==> config.mk <==
export PLATFORM = sky130hd
export DESIGN_NAME = cpl_op_mux_inner
export DESIGN_NICKNAME = d
export VERILOG_FILES = /design/src/rtl/cpl_op_mux_inner_pkg.sv /design/src/rtl/cpl_op_mux_inner_rr_arbiter_2.sv /design/src/rtl/cpl_op_mux_inner.sv
export SDC_FILE = /design/constraint.sdc
export NUM_CORES = 1
export LEC_CHECK = 0
export ABC_AREA = 1
export CORE_AREA = 2 2 340 342
export CTS_CLUSTER_DIAMETER = 200
export DETAILED_ROUTE_END_ITERATION = 10
export DIE_AREA = 0 0 342 344
export GPL_TIMING_DRIVEN = 0
export PLACE_DENSITY = 0.51
export SYNTH_ARGS = -nofsm -noshare
export SYNTH_HDL_FRONTEND = slang
export SYNTH_SLANG_ARGS = --single-unit
==> constraint.sdc <==
create_clock -name clk -period 2.3 [get_ports clk]
set_clock_uncertainty 0.1 [all_clocks]
set_input_delay 0.46 -clock clk [delete_from_list [all_inputs] [get_ports clk]]
set_output_delay 0.46 -clock clk [all_outputs]
set_load 0.01 [all_outputs]
==> src/rtl/cpl_op_mux_inner_pkg.sv <==
// cpl_op_mux_inner_pkg: shared widths and request record for the completion-op mux
package cpl_op_mux_inner_pkg;
    localparam int PORTS = 2;
    localparam int SELECT_WIDTH = 2;
    localparam int QUEUE_INDEX_WIDTH = 13;
    localparam int S_REQ_TAG_WIDTH = 6;
    localparam int M_REQ_TAG_WIDTH = S_REQ_TAG_WIDTH + 1;
    localparam int CPL_DATA_WIDTH = 256;

    typedef struct packed {
        logic [SELECT_WIDTH-1:0]      sel;
        logic [QUEUE_INDEX_WIDTH-1:0] queue;
        logic [M_REQ_TAG_WIDTH-1:0]   tag;
        logic [CPL_DATA_WIDTH-1:0]    data;
    } req_t;
endpackage

==> src/rtl/cpl_op_mux_inner_rr_arbiter_2.sv <==
// cpl_op_mux_inner_rr_arbiter_2: two-request round-robin arbiter, port 0 favoured after reset
module cpl_op_mux_inner_rr_arbiter_2 (
    input  logic       clk,
    input  logic       rst,
    input  logic [1:0] req,
    input  logic       ack,
    output logic [1:0] grant,
    output logic       grant_idx
);
    logic last;

    always_ff @(posedge clk or negedge rst)
        if (!rst) last <= 1'b1;
        else if (ack) last <= grant_idx;

    assign grant_idx = &req ? ~last : req[1];
    assign grant = ~|req ? 2'b00 : grant_idx ? 2'b10 : 2'b01;
endmodule

==> src/rtl/cpl_op_mux_inner.sv <==
// cpl_op_mux_inner: round-robin completion request mux with tag-routed status demux
// Define CPL_OP_MUX_STATUS_REG_EN to register the status demux (1-cycle latency).
module cpl_op_mux_inner
    import cpl_op_mux_inner_pkg::*;
(
    input  logic                                 clk,
    input  logic                                 rst,
    output logic [SELECT_WIDTH-1:0]              m_axis_req_sel,
    output logic [QUEUE_INDEX_WIDTH-1:0]         m_axis_req_queue,
    output logic [M_REQ_TAG_WIDTH-1:0]           m_axis_req_tag,
    output logic [CPL_DATA_WIDTH-1:0]            m_axis_req_data,
    output logic                                 m_axis_req_valid,
    input  logic                                 m_axis_req_ready,
    input  logic [M_REQ_TAG_WIDTH-1:0]           s_axis_req_status_tag,
    input  logic                                 s_axis_req_status_full,
    input  logic                                 s_axis_req_status_error,
    input  logic                                 s_axis_req_status_valid,
    input  logic [PORTS*SELECT_WIDTH-1:0]        s_axis_req_sel,
    input  logic [PORTS*QUEUE_INDEX_WIDTH-1:0]   s_axis_req_queue,
    input  logic [PORTS*S_REQ_TAG_WIDTH-1:0]     s_axis_req_tag,
    input  logic [PORTS*CPL_DATA_WIDTH-1:0]      s_axis_req_data,
    input  logic [PORTS-1:0]                     s_axis_req_valid,
    output logic [PORTS-1:0]                     s_axis_req_ready,
    output logic [PORTS*S_REQ_TAG_WIDTH-1:0]     m_axis_req_status_tag,
    output logic [PORTS-1:0]                     m_axis_req_status_full,
    output logic [PORTS-1:0]                     m_axis_req_status_error,
    output logic [PORTS-1:0]                     m_axis_req_status_valid
);
    logic [PORTS-1:0] grant;
    logic grant_idx, int_ready, accept, m_valid, temp_valid;
    req_t in_req, m_reg, temp_reg;

    cpl_op_mux_inner_rr_arbiter_2 u_arb (
        .clk(clk),
        .rst(rst),
        .req(s_axis_req_valid),
        .ack(accept),
        .grant(grant),
        .grant_idx(grant_idx)
    );

    assign s_axis_req_ready = int_ready ? grant : '0;
    assign accept = |(s_axis_req_valid & s_axis_req_ready);

    always_comb begin
        in_req.sel = grant_idx ? s_axis_req_sel[2*SELECT_WIDTH-1:SELECT_WIDTH] : s_axis_req_sel[SELECT_WIDTH-1:0];
        in_req.queue = grant_idx ? s_axis_req_queue[2*QUEUE_INDEX_WIDTH-1:QUEUE_INDEX_WIDTH] : s_axis_req_queue[QUEUE_INDEX_WIDTH-1:0];
        in_req.tag = {grant_idx, grant_idx ? s_axis_req_tag[2*S_REQ_TAG_WIDTH-1:S_REQ_TAG_WIDTH] : s_axis_req_tag[S_REQ_TAG_WIDTH-1:0]};
        in_req.data = grant_idx ? s_axis_req_data[2*CPL_DATA_WIDTH-1:CPL_DATA_WIDTH] : s_axis_req_data[CPL_DATA_WIDTH-1:0];
    end

    // skid buffer: temp only fills when main is stalled, which also drops int_ready
    always_ff @(posedge clk or negedge rst)
        if (!rst) begin
            int_ready <= 1'b0;
            m_valid <= 1'b0;
            temp_valid <= 1'b0;
            m_reg <= '0;
            temp_reg <= '0;
        end else begin
            int_ready <= m_axis_req_ready | (~temp_valid & (~m_valid | ~accept));
            if (int_ready) begin
                if (m_axis_req_ready | ~m_valid) begin
                    m_valid <= accept;
                    if (accept) m_reg <= in_req;
                end else begin
                    temp_valid <= accept;
                    if (accept) temp_reg <= in_req;
                end
            end else if (m_axis_req_ready) begin
                m_valid <= temp_valid;
                temp_valid <= 1'b0;
                m_reg <= temp_reg;
            end
        end

    assign m_axis_req_valid = m_valid;
    assign m_axis_req_sel = m_reg.sel;
    assign m_axis_req_queue = m_reg.queue;
    assign m_axis_req_tag = m_reg.tag;
    assign m_axis_req_data = m_reg.data;

    logic [PORTS*S_REQ_TAG_WIDTH-1:0] st_tag;
    logic [PORTS-1:0] st_full, st_err, st_vld;

    assign st_tag = {PORTS{s_axis_req_status_tag[S_REQ_TAG_WIDTH-1:0]}};
    assign st_full = {PORTS{s_axis_req_status_full}};
    assign st_err = {PORTS{s_axis_req_status_error}};
    assign st_vld = ~s_axis_req_status_valid ? 2'b00 : s_axis_req_status_tag[S_REQ_TAG_WIDTH] ? 2'b10 : 2'b01;

`ifdef CPL_OP_MUX_STATUS_REG_EN
    always_ff @(posedge clk or negedge rst)
        if (!rst) begin
            m_axis_req_status_tag <= '0;
            m_axis_req_status_full <= '0;
            m_axis_req_status_error <= '0;
            m_axis_req_status_valid <= '0;
        end else begin
            m_axis_req_status_tag <= st_tag;
            m_axis_req_status_full <= st_full;
            m_axis_req_status_error <= st_err;
            m_axis_req_status_valid <= st_vld;
        end
`else
    assign m_axis_req_status_tag = st_tag;
    assign m_axis_req_status_full = st_full;
    assign m_axis_req_status_error = st_err;
    assign m_axis_req_status_valid = st_vld;
`endif
endmodule

# Word-level counts from Yosys, hierarchy flattened
# Index checks and enable logic that the tools add are counted.
[word_totals]
ff_bits = 560
output_inout_bits = 299
[classes]
n_mux = 20
n_eq_ne = 3
bitwise_logic = 10
reduce_logical = 8
[ops]
columns = ["operator", "n"]
rows = [
  ["2-to-1 mux 278 bit", 4],
  ["2-to-1 mux 256 bit", 1],
  ["2-to-1 mux 13 bit", 1],
  ["2-to-1 mux 2 bit", 6],
  ["2-to-1 mux 1 bit", 7],
  ["2-to-1 mux 6 bit", 1],
  ["AND reduction 2 bit", 3],
  ["AND reduction 3 bit", 2],
  ["inverter 1 bit", 5],
  ["!= test 2 x 1 -> 1 bit (second input constant)", 2],
  ["OR reduction 2 bit", 2],
  ["bitwise OR 1 bit", 3],
  ["AND 2 bit", 1],
  ["!= test 2 bit (second input constant)", 1],
  ["nonzero test 2 bit", 1],
  ["AND 1 bit", 1],
]

# Longest topological paths before layout
# Gate-level depths: netlist of run 1.
[depth]
depth_word = 11
depth_mapped = 9
depth_no_buf = 7

# Modules after synthesis
# Synthesis of run 1 repeated with hierarchy kept, for this count alone.
[hier_totals]
hier_cells = 4219
hier_area_um2 = 29106.7
[modules_own_cells]
columns = ["mod", "cells_each", "n_inst", "seq_area_each_um2", "area_per_inst_um2"]
rows = [
  ["cpl_op_mux_inner", 4209, 1, 13988.4, 29039.1],
  ["cpl_op_mux_inner_rr_arbiter_2", 10, 1, 26.3, 67.6],
]

# Worst setup path before layout of run 1
# No wires, ideal clock.
[synth_timing]
path_type = "reg-to-output"
start = "reg u_arb.last"
end = "out s_axis_req_ready[0]"
t_required_ns = 1.740
t_arrival_ns = 1.414
setup_slack_ns = 0.326
n_path_buf = 2
path_stages_with_launch = 7
path_cell_list = "dfstp_2 > nand2_1 > nand2_2 > buf_2 > buf_2 > o21ai_0 > nor2_1"
[synth_via]
elab_chain_cells = 5
[synth_lines]
columns = ["item", "line", "source"]
rows = [
  ["start: declaration", "cpl_op_mux_inner_rr_arbiter_2.sv:10", "logic last;"],
  ["start signal: assignment", "cpl_op_mux_inner_rr_arbiter_2.sv:14", "else if (ack) last <= grant_idx;"],
  ["inverter 1 bit", "cpl_op_mux_inner_rr_arbiter_2.sv:16", "assign grant_idx = &req ? ~last : req[1];"],
  ["2-to-1 mux 1 bit", "cpl_op_mux_inner_rr_arbiter_2.sv:16", ""],
  ["2-to-1 mux 2 bit (2 in series)", "cpl_op_mux_inner_rr_arbiter_2.sv:17", "assign grant = ~|req ? 2'b00 : grant_idx ? 2'b10 : 2'b01;"],
  ["2-to-1 mux 2 bit", "cpl_op_mux_inner.sv:42", "assign s_axis_req_ready = int_ready ? grant : '0;"],
  ["end: declaration", "cpl_op_mux_inner.sv:23", "output logic [PORTS-1:0] s_axis_req_ready,"],
]
# Every way passes these cells.

# Worst setup path after layout of run 1
# Same ends and word-level chain as after synthesis.

==> flow_metrics.tcl, run 1 <==
set metrics [dict create \
    run_status "finished with violations" \
    failed_checks "setup timing" \
    slew_headroom_pct 55.1 \
    grt_use_met2_pct 36.4 \
    clock_tree.root_cell "clkbuf_16" \
    cp.required_ps 1740 \
    hp-class "input port to async pin" \
    final_area_um2 41700 \
    cts_buffer_depth 3 \
    ff2ff_path_depth 10 \
    placed_cell_area_um2 38900 \
    die_h_um 344 \
    synth_nets 4502 \
    synth_area_um2 28300 \
    via_per_inst 4.61 \
    numPlacedInstances 6309 \
    slew_violations 0 \
    antenna_found_initial 26 \
    finalPower_mw 53.2 \
    grt_util_met3_pct 4.25 \
    synth-main-ff-cell "dfrtp_1" \
    critPathCaptureType "output pin" \
    yosysWarnings 0 \
    seqCellArea_um2 14000 \
    drcViolationCount 0 \
    arrival_ps 1960 \
    leakagePower_nw 20.4 \
    die_w_um 342 \
    setup_slack_ps -221 \
    busiest_layer "met2" \
    grt_pass1_wl_um 195000 \
    hold_viol_final 0 \
    numCtsBuffers 71 \
    grt_pass1_vias 29400 \
    io_pins 868 \
    crit-reg2reg-capture "m_axis_req_data[233]$_DFFE_PN0P_" \
    drive_above_1_share_pct 6.77 \
    async_flop_share_pct 100 \
    cts_max_level 3 \
    max_freq_mhz 397 \
    synth_seq_cells 560 \
    clkLatencyLatePin_ps 630 \
    fin_nets 5450 \
    max_cap_viol_count 0 \
    reg2reg_slack_ps 40 \
    syn_inst 3933 \
    crit_fanout 3 \
    cts_sinks 560 \
    cts.clk_slew.worst_paths_ps 60 \
    yosysSeqAreaShare_pct 49.5 \
    critPathLaunchType "flip-flop" \
    irDropWorstVdd_mv 0.590 \
    core_um2 114000 \
    drt-initial-drc-count 2010 \
    start_util_pct 24.9 \
    avgSynthCellArea_um2 7.20 \
    detail-route-antenna-nets 0 \
    cts_tree "yes" \
    instances_no_fill 6469 \
    min_period_ps 2520 \
    core.rowCount 124 \
    multiInputGateArea_um2 12000 \
    tightest_slew_ps 674 \
    use_met1_pct 28.9 \
    grt.total_usage_pct 22.1 \
    num-fill-cells 12000 \
    die_area_um2 118000 \
    vias 29800 \
    fin_crit_sh_pct 110 \
    dpl.hpwl_um 102000 \
    globalplace.congestion 0.917 \
    finalSetupViolCount 2 \
    area_growth_pct 47.3 \
    yosysUniqueCellTypes 18 \
    drt-pass1-iter-count 6 \
    grt-ovfl-total 0 \
    grt_max_degree 112 \
    synth_edf_count 0 \
    portBuffers 859 \
    routed_wl_um 134000 \
    rsz0062_at_grt "true" \
    p_per_area_nw_per_um2 1280 \
    r2r_start "int_ready$_DFF_PN0_" \
    critical_path_class "flip-flop to output pin" \
    largest_reg_flops 278 \
    drt-wirelength-per-cell_um 20.8 \
]
Yosys cell counts (2+ instances only):
cell type / count / area (µm²)
nand2_1: 1678 / 6300
clkbuf_1: 124 / 465
buf_1: 17 / 63.8
buf_2: 133 / 666
buf_4: 16 / 120
dfrtp_1: 559 / 14000
nand3_1: 831 / 4160
nor2_1: 3 / 11.3
inv_1: 282 / 1060
o21ai_0: 280 / 1400
inv_2: 2 / 7.51
o21ai_1: 2 / 10.0
kinds of logic after synthesis:
family                 after synthesis  synth area share, %
and+or+nand+nor                   2515                 37.1
buffers and inverters              574                 8.41
DFF                                560                 49.5
AOI/OAI and AO/OA                  284                 5.03
report_power, final:
part	internal [mW]	switching [mW]
clock network	6.67	4.81
logic	9.91	15.0
registers	14.7	2.16
worst max path at each step:
stage,slack [ps],start,end,cells after the start
detailed placement,-2130,s_axis_req_valid[0],s_axis_req_ready[0],8
finish,-220,u_arb.last$_DFFE_PN1P_,s_axis_req_ready[0],7
CTS,-320,u_arb.last$_DFFE_PN1P_,s_axis_req_ready[0],7
global placement,-26650,rst,m_axis_req_data[147]$_DFFE_PN0P_,1
floorplan,330,u_arb.last$_DFFE_PN1P_,s_axis_req_ready[0],6
global route,-300,u_arb.last$_DFFE_PN1P_,s_axis_req_ready[0],7
cells in the final DEF (no fill, tap or decap), drive strengths merged, types with 2 or more instances in the layout:
cell type      synthesis  final
buf                  166    175
bufinv                 0      2
clkbuf               124    242
clkdlybuf4s50          0    845
clkinv                 0     12
dfrtp                559    559
diode                  0     20
dlygate4sd2            0     11
inv                  284    289
nand2               1679   1679
nand3                831    831
nor2                   4      4
o21ai                282    282
through the flow:
| step | setup TNS (ps) | util, % | setup slack [ps] | hold WS (ps) |
|---|---|---|---|---|
| 6_report | -355 | 36.6 | -221 | 288 |
| 5_1_grt | -632 | 36.6 | -296 | 315 |
| 4_1_cts | -539 | 36.5 | -321 | 261 |
| 3_5_place_dp | -772760 | 34.2 | -2130 | 364 |
| 3_3_place_gp | - | 34.1 | -26650 | 357 |
| 2_1_floorplan | 0 | - | 326 | 64.4 |
final cells by class:
class | count | share of cell area, %
multi-input combinational | 2799 | 28.7
tap | 1512 | 4.54
buffer | 286 | 3.58
antenna | 20 | 0.120
clock inverter | 20 | 0.525
timing repair buffer | 879 | 21.3
inverter | 284 | 2.56
sequential | 560 | 33.6
clock buffer | 109 | 5.11
layer usage:
layer	vias up	part of all wire, %
li1	14400	-
met1	14300	43
met2	951	48
met3	184	6.1
met4	10	3.0
met5	-	0.051
worst max-delay path, stage by stage, from the launching register on:
cell,delay (ps)
dfstp_2,580
nand2_8,80
nand2_8,100
buf_12,120
buf_8,100
o21ai_2,50
nor2_2,130
buf_2,150
what timing repair did:
action / CTS / global route
gates cloned: 0 / 1
resized for setup: 79 / 72
pin swaps: 3 / 2
hold buffers: 1 / 0
buffers inserted: 12 / 1
setup endpoints to repair: 573 / 318
hold endpoints to repair: 64 / 0
No activity file was read; power rests on OpenSTA's default activity.
==> inputs of run 2 (changes only) <==
--- a/config.mk
+++ b/config.mk
@@ -6,6 +6,7 @@
 export NUM_CORES = 1
 export LEC_CHECK = 0
 export ABC_AREA = 1
+export CAP_MARGIN = 20
 export CORE_AREA = 2 2 340 342
 export CTS_CLUSTER_DIAMETER = 200
 export DETAILED_ROUTE_END_ITERATION = 10
==> run 2 against run 1 <==
Net effect:
- the run still ends with setup timing left
- utilization is essentially flat
- power is 0.94% lower
- clock-buffer cell count decreased by 4
- critical path depth did not move
- final cell count unchanged
- critical endpoint unchanged
- largest power group unchanged
==> flow_metrics.tcl, run 2 (synthesis gave the netlist of run 1 again) <==
set metrics [dict create \
    run_status "finished with violations" \
    failed_checks "setup timing" \
    antenna_found_initial 22 \
    portBuffers 859 \
    crit_end "s_axis_req_ready[0]" \
    slew_headroom_pct 55.5 \
    critPathCaptureType "output pin" \
    critPathLaunchType "flip-flop" \
    grt_max_degree 112 \
    hp-class "input port to async pin" \
    max_cap_viol_count 0 \
    finalSetupTns_ps -414 \
    num-fill-cells 12000 \
    mostFrequentLayoutCells "nand2_1 (1,675), clkdlybuf4s50_1 (845), nand3_1 (831)" \
    setup_slack_ps -238 \
    reg2reg_slack_ps -10 \
    max_freq_mhz 394 \
    power_switching_mw 21.7 \
    clock_tree.root_cell "clkbuf_16" \
    r2r_start "u_arb.last$_DFFE_PN1P_" \
    io_pins 868 \
    crit-reg2reg-capture "m_axis_req_tag[6]$_DFFE_PN0P_" \
    clkLatencyLatePin_ps 630 \
    p_comb_share_pct 47.3 \
    arrival_ps 1980 \
    die_w_um 342 \
    seqCellArea_um2 14000 \
    start_util_pct 24.9 \
    crit_start "u_arb.last$_DFFE_PN1P_" \
    finalSetupViolCount 3 \
    fin_crit_sh_pct 110 \
    slew_violations 0 \
    cts_buffer_depth 3 \
    largest_reg_flops 278 \
    grt_pass1_vias 29500 \
    p_seq_share_pct 31.9 \
    drcViolationCount 0 \
    ff2ff_path_depth 17 \
    cts_sinks 560 \
    numCtsBuffers 72 \
    cts_max_level 3 \
    p_per_area_nw_per_um2 1270 \
    crit_fanout 3 \
    grt-ovfl-total 0 \
    power_frac_clock_pct 20.7 \
    tightest_slew_ps 668 \
    cts_tree "yes" \
    grt_pass1_wl_um 195000 \
    placed_cell_area_um2 39000 \
    fin_nets 5459 \
    final_util_pct 36.6 \
    vias 29800 \
    area_growth_pct 47.1 \
    via_per_inst 4.61 \
    grt.total_usage_pct 22.1 \
    drive_above_1_share_pct 6.88 \
    leakagePower_nw 20.3 \
    finalPower_mw 52.7 \
    irDropWorstVdd_mv 0.578 \
    critical_path_class "flip-flop to output pin" \
    cts.clk_slew.worst_paths_ps 60 \
    drt-wirelength-per-cell_um 20.6 \
    core_um2 114000 \
    die_h_um 344 \
    globalplace.congestion 0.917 \
    routed_wl_um 134000 \
    internal_power_mw 31.0 \
    final_area_um2 41700 \
    detail-route-antenna-nets 0 \
    hold_viol_final 0 \
    layout_commonest_cell "nand2_1" \
    drt-initial-drc-count 2203 \
    power.share.switching_pct 41.2 \
    cp.required_ps 1740 \
    drt-pass1-iter-count 6 \
    rsz0062_at_grt "true" \
    dpl.hpwl_um 102000 \
    min_period_ps 2540 \
    core.rowCount 124 \
    multiInputGateArea_um2 12000 \
    die_area_um2 118000 \
]
## run 2: cell types whose count changed in the layout (fill, tap and decap cells not counted), moves of 2 or more
cell / change
buf_8: +3
clkbuf_2: -2
bufinv_16: -2
buf_4: +11
clkinv_2: +3
inv_16: -2
inv_6: +2
buf_2: -7
clkbuf_4: +2
diode_2: -3
## run 2: power groups by stage
stage	registers, mW	clock network (mW)	logic [mW]
6_report	16.8	10.9	25.0
5_1_grt	17.3	11.6	27.8
4_1_cts	16.8	11.2	25.2
3_5_place_dp	16.9	0	24.8
3_3_place_gp	17.1	0	24.7
2_1_floorplan	17.6	0	11.3
## run 2: worst min path at each step
| stage | startpoint | endpoint | cells past startpoint |
|---|---|---|---|
| after floorplan | rst | int_ready$_DFF_PN0_ | 0 |
| after global placement | u_arb.last$_DFFE_PN1P_ | u_arb.last$_DFFE_PN1P_ | 2 |
| after detailed placement | m_axis_req_tag[6]$_DFFE_PN0P_ | m_axis_req_tag[6]$_DFFE_PN0P_ | 2 |
| after CTS | rst | m_axis_req_data[244]$_DFFE_PN0P_ | 2 |
| after global routing | rst | m_axis_req_data[244]$_DFFE_PN0P_ | 2 |
| final | rst | m_axis_req_data[244]$_DFFE_PN0P_ | 2 |
## run 2: metrics by stage
step           instances  setup WS (ps)  hold slack [ps]
3_3_place_gp        6304         -26650              357
4_1_cts             6452           -303              252
3_5_place_dp        6310          -2160              363
2_1_floorplan       3933            326             64.4
5_1_grt             6465           -278              307
6_report            6469           -238              303
## run 2: worst max-delay path: stages (launching register included)
cell and delay (ps):
dfstp_2 590, nand2_8 80, nand2_8 100, buf_12 120
buf_8 100, o21ai_2 50, nor2_2 140, buf_2 150
## run 2: area by class of cell
cell class	count	area share, %
inverter	284	2.57
buffer	287	3.65
antenna	17	0.102
clock buffer	105	5.03
timing repair buffer	886	21.4
clock inverter	19	0.297
tap	1512	4.54
sequential	560	33.6
multi-input combinational	2799	28.7
## run 2: layer usage
layer	GRT usage [%]	vias to the layer above	wire, µm
met5	0	-	54
met4	7.69	8	3990
met3	4.68	196	8930
met2	36.7	983	63600
met1	28.5	14200	57000
li1	-	14400	-
## run 2: what timing repair did
action                                  4_1_cts  5_1_grt
buffers inserted                             19        0
hold endpoints to repair                     64        0
gates resized for setup                      94       61
gates cloned                                  0        1
pin swaps                                     3        2
endpoints found under the setup margin      573      405
hold buffers                                  1        0
